File: src/rtl/iterative_multiplier_32_pkg.sv
// Shared constants and FSM state encoding for the iterative 32x32 multiplier.
package iterative_multiplier_32_pkg;
  localparam int MULT_WIDTH = 32;
  localparam int CNT_W      = 6;
  localparam int LAST_ITER  = 31;

  // Encoding 2'd3 is unused; the FSM treats it exactly like IDLE.
  typedef enum logic [1:0] {
    IDLE = 2'd0,
    RUN  = 2'd1,
    DONE = 2'd2
  } state_t;
endpackage

File: src/rtl/iterative_multiplier_32_adder.sv
// 32-bit ripple-carry adder built from per-bit full-adder equations.
module iterative_multiplier_32_adder
  import iterative_multiplier_32_pkg::*;
(
  input  logic [MULT_WIDTH-1:0] a,
  input  logic [MULT_WIDTH-1:0] b,
  output logic [MULT_WIDTH-1:0] sum,
  output logic                  carryout
);

  logic w_carry;

  // Carry ripples LSB to MSB through one full adder per bit.
  always_comb begin
    sum     = '0;
    w_carry = 1'b0;
    for (int i = 0; i < MULT_WIDTH; i++) begin
      sum[i]  = a[i] ^ b[i] ^ w_carry;
      w_carry = (a[i] & b[i]) | (w_carry & (a[i] ^ b[i]));
    end
    carryout = w_carry;
  end

endmodule

File: src/rtl/iterative_multiplier_32.sv
// Sequential unsigned 32x32->64 shift-add multiplier, one ripple-adder pass per cycle,
// valid/ready handshakes on input and output.
module iterative_multiplier_32
  import iterative_multiplier_32_pkg::*;
#(
  parameter int WIDTH = MULT_WIDTH,
  parameter int ITERS = WIDTH
) (
  input  logic               clk,
  input  logic               reset_n,
  input  logic               in_valid,
  output logic               in_ready,
  input  logic [WIDTH-1:0]   a,
  input  logic [WIDTH-1:0]   b,
  output logic               out_valid,
  input  logic               out_ready,
  output logic [2*WIDTH-1:0] product,
  output logic               hi_nonzero
);

  state_t             r_state;
  state_t             w_next_state;
  logic [WIDTH-1:0]   r_m;
  logic [2*WIDTH:0]   r_p;
  logic [CNT_W-1:0]   r_cnt;
  logic [WIDTH-1:0]   w_gated;
  logic [WIDTH-1:0]   w_sum;
  logic               w_cout;
  logic               w_accept;
  logic               w_last;

  assign w_gated = r_m & {WIDTH{r_p[0]}};
  assign w_last  = (r_cnt == CNT_W'(ITERS - 1));

  iterative_multiplier_32_adder u_adder (
    .a        (r_p[2*WIDTH-1:WIDTH]),
    .b        (w_gated),
    .sum      (w_sum),
    .carryout (w_cout)
  );

  always_ff @(posedge clk or negedge reset_n) begin
    if (!reset_n) r_state <= IDLE;
    else          r_state <= w_next_state;
  end

  always_comb begin
    w_next_state = r_state;
    in_ready     = 1'b0;
    out_valid    = 1'b0;
    product      = '0;
    hi_nonzero   = 1'b0;
    case (r_state)
      RUN: begin
        if (w_last) w_next_state = DONE;
      end
      DONE: begin
        out_valid  = 1'b1;
        product    = r_p[2*WIDTH-1:0];
        hi_nonzero = |r_p[2*WIDTH:WIDTH];
        if (out_ready) w_next_state = IDLE;
      end
      default: begin
        in_ready = 1'b1;
        if (in_valid) w_next_state = RUN;
      end
    endcase
    w_accept = in_valid & in_ready;
  end

  // The add result and its carry become the new high word after the right shift,
  // so the carry out of bit 31 lands in P[63] and nothing is lost.
  always_ff @(posedge clk or negedge reset_n) begin
    if (!reset_n) begin
      r_m   <= '0;
      r_p   <= '0;
      r_cnt <= '0;
    end else if (w_accept) begin
      r_m   <= a;
      r_p   <= {{(WIDTH+1){1'b0}}, b};
      r_cnt <= '0;
    end else if (r_state == RUN) begin
      r_p   <= {1'b0, w_cout, w_sum, r_p[WIDTH-1:1]};
      r_cnt <= r_cnt + 1'b1;
    end
  end

endmodule

File: config.mk
export PLATFORM = sky130hd
export DESIGN_NAME = iterative_multiplier_32
export DESIGN_NICKNAME = d
export VERILOG_FILES = /design/src/rtl/iterative_multiplier_32_pkg.sv /design/src/rtl/iterative_multiplier_32_adder.sv /design/src/rtl/iterative_multiplier_32.sv
export SDC_FILE = /design/constraint.sdc
export NUM_CORES = 1
export LEC_CHECK = 0
export ABC_AREA = 1
export BUFFER_PORTS_ARGS = -buffer_cell sky130_fd_sc_hd__buf_2
export CAP_MARGIN = 0
export CORE_MARGIN = 2
export CORE_UTILIZATION = 40
export DETAILED_ROUTE_END_ITERATION = 10
export SYNTH_ARGS = -nofsm -noshare
export SYNTH_HDL_FRONTEND = slang
export SYNTH_HIERARCHICAL = 1
export SYNTH_SLANG_ARGS = --single-unit
File: constraint.sdc
create_clock -name clk -period 15.8 [get_ports clk]
set_clock_uncertainty 0.2 [all_clocks]
set_input_delay 2.37 -clock clk [delete_from_list [all_inputs] [get_ports clk]]
set_output_delay 2.37 -clock clk [all_outputs]
set_load 0.03 [all_outputs]
==> flow_metrics.py <==
metrics = {
    "placement": {
        "port_buffers": 134,
        "placed_area_um2": 6661,
        "gp_congestion": 0.7764,
        "hpwl_um": 9289,
    },
    "logic_synthesis": {
        "avgSynthCellArea_um2": 7.606,
        "syn-instance-count": 782,
        "syn_area_um2": 5948,
        "netlist_top_cells_area": "dfrtp_1 44%, nand2_1 14%, fa_1 10%, inv_1 8.9%, nor2_1 6.1%",
        "post-synth-top-area-cell": "dfrtp_1",
        "synth_top_cell_area_share": 0.4375,
        "yosys_warnings": 6,
        "synth_seq_cells": 104,
        "yosysUniqueCellTypes": 19,
        "synth.net_count": 885,
        "ys_seq_area_frac": 0.4375,
    },
    "floorplan": {
        "initial_core_util": 0.4093,
        "core_area_um2": 14530,
        "die_height_um": 125.9,
        "die_area_um2": 15860,
        "die_w_um": 125.9,
        "ioPinCount": 135,
        "rows": 44,
    },
    "global_route": {
        "grt_overflow": 0,
        "grt_pass1_wl_um": 23400,
        "globalRouteTotalUtil": 0.1820,
        "antenna_found_initial": 0,
        "grt_pass1_vias": 4775,
        "grt_max_degree": 82,
    },
    "timing": {
        "rsz0062_at_grt": "no",
        "hold_viol_final": 0,
        "period_share": 0.8502,
        "fmax_mhz": 74.44,
        "period_needed_ns": 13.43,
        "fin_tns_setup_ns": 0,
        "tightest_slew_ns": 1.021,
        "maxSlewViolCount": 0,
        "maxSlewHeadroom": 0.3179,
        "finalSetupViolCount": 0,
        "hold-worst-slack_ns": 0.2802,
    },
    "critical_path": {
        "crit_top_cell": "fa_1",
        "endpoint_kind": "register",
        "slowest_delay_ns": 0.55,
        "cp.arrival_ns": 13.51,
        "rr_startpoint": "r_p[0]",
        "rr_endpoint": "r_p[62]",
        "r2r_cells": 40,
        "cp-endpoint": "r_p[62]",
        "r2r_setup_slack_ns": 2.37,
        "crit_type": "reg2reg",
        "start_kind": "register",
        "critPathSlowestCell": "dfrtp_1",
        "crit_start": "r_p[0]",
        "worstPathRequired_ns": 15.87,
        "crit_path_max_fanout": 15,
    },
    "layout": {
        "area_growth_pct": 16.62,
        "final_util": 0.4773,
        "drive_above_1_share": 0.1765,
        "final_cell_area_um2": 6937,
        "fin_nets": 993,
        "num_antenna_cells": 0,
    },
    "clock_network": {
        "clk_pin_slew_ns": 0.07,
        "cts_tree": "built",
        "cts_buffer_depth": 2,
        "clockRootBuffer": "clkbuf_16",
        "numClockSinks": 104,
        "cts_hold_buf": 0,
        "cts_inserted_buffers": 9,
        "cts_resized": 0,
        "h-tree-depth": 3,
        "cts_setup_buffers": 0,
        "clock_latency_ns": 0.35,
    },
    "routing": {
        "drc": 0,
        "drt_iter0_markers": 285,
        "wl_met1_um": 6524,
        "vias_per_cell": 4.607,
        "num_vias": 4971,
        "ant_nets": 0,
        "wl_met3_um": 413,
        "dr.pass1.iters": 5,
        "wl_per_cell_um": 12.84,
        "routed_wirelength_um": 13860,
        "dr_wl_met2_um": 6776,
        "highest_layer": "met4",
    },
    "power_and_ir_drop": {
        "power_density_nw_per_um2": 207.1,
        "leakage_nw": 4.354,
        "irDropWorstVdd_mv": 0.06319,
        "power_mw": 1.437,
    },
    "outcome": {
        "status": "finished, final reports clean",
    },
    "worst_hold_path": {
        "hp-class": "reg2reg",
    },
    "flow_run": {
        "cap_violations": 0,
    },
}
## Yosys cell counts, drive strengths merged
cell type and n:
clkbuf 10, nand2 223, nor2 96, fa 31
o21bai 1, o21ai 122, ha 4, nand3 8
buf 33, dfrtp 104, inv 142, clkinv 1
a21oi 6, o211ai 1
## kinds of logic (layout without fill, tap and decap cells)
group / count (synthesis) / after routing / synth area share
DFF: 104 / 104 / 0.4375
AOI/OAI and AO/OA: 130 / 130 / 0.1102
and+or+nand+nor: 327 / 327 / 0.2085
adders and majority gates: 35 / 35 / 0.1127
buffers and inverters: 186 / 299 / 0.1310
## sequential cells by signal, indices dropped and copies added, names as in the netlist
signal / cells
r_m: 32
r_state: 2
r_cnt: 6
r_p: 64
## worst max-delay path: cells and delay by family (launching register included)
family                   cells  cell delay, ns
flip-flops                   1            0.55
AND/OR/NAND/NOR              3            0.28
adder cells (fa/ha/maj)     32           12.01
buffers and inverters        5            0.31
## layer usage
metal | vias to the layer above | global-route usage
met5 | - | 0
met4 | 0 | 0.05818
met3 | 8 | 0.02421
met2 | 78 | 0.2916
met1 | 2342 | 0.2582
li1 | 2543 | -
## placed cells by master, fill, tap and decap left out, drive strengths merged
| cell type | n |
|---|---|
| clkbuf | 11 |
| ha | 4 |
| dfrtp | 104 |
| buf | 140 |
| nand2 | 223 |
| a21oi | 6 |
| clkinvlp | 3 |
| o211ai | 1 |
| nand3 | 8 |
| o21bai | 1 |
| o21ai | 122 |
| nor2 | 96 |
| inv | 142 |
| clkinv | 3 |
| fa | 31 |
## stage by stage
| stage | worst slack, ns | instances |
|---|---|---|
| after global routing | 1.858 | 1079 |
| after floorplan | 2.894 | 782 |
| after detailed placement | 2.339 | 1063 |
| final | 2.366 | 1079 |
| after CTS | 2.310 | 1079 |
| after global placement | 2.478 | 1063 |
## final cells by class
cell class | instances | area (um^2)
Fill cell | 1507 | 7597
Sequential cell | 104 | 2603
Multi-Input combinational cell | 492 | 2574
Timing Repair Buffer | 140 | 718.2
Inverter | 143 | 536.8
Clock buffer | 11 | 242.7
Tap cell | 184 | 230.2
Clock inverter | 5 | 32.53
## how the worst min path moves through the flow
stage / start / to / slack, ns / depth (start not counted)
3_3_place_gp: r_m[3] / r_m[3] / 0.26 / 2
6_report: r_m[24] / r_m[24] / 0.28 / 2
5_1_grt: r_m[23] / r_m[23] / 0.30 / 2
3_5_place_dp: r_m[2] / r_m[2] / 0.27 / 2
4_1_cts: r_m[28] / r_m[28] / 0.29 / 2
2_1_floorplan: r_m[0] / r_m[0] / 0.25 / 2
## where the power goes
part / switching (mW) / leakage [nW] / total, mW / internal [mW]
Combinational: 0.486 / 2.95 / 0.727 / 0.241
Sequential: 0.101 / 1.28 / 0.499 / 0.398
Clock: 0.0996 / 0.128 / 0.210 / 0.111
(Power assumes the default switching activity.)
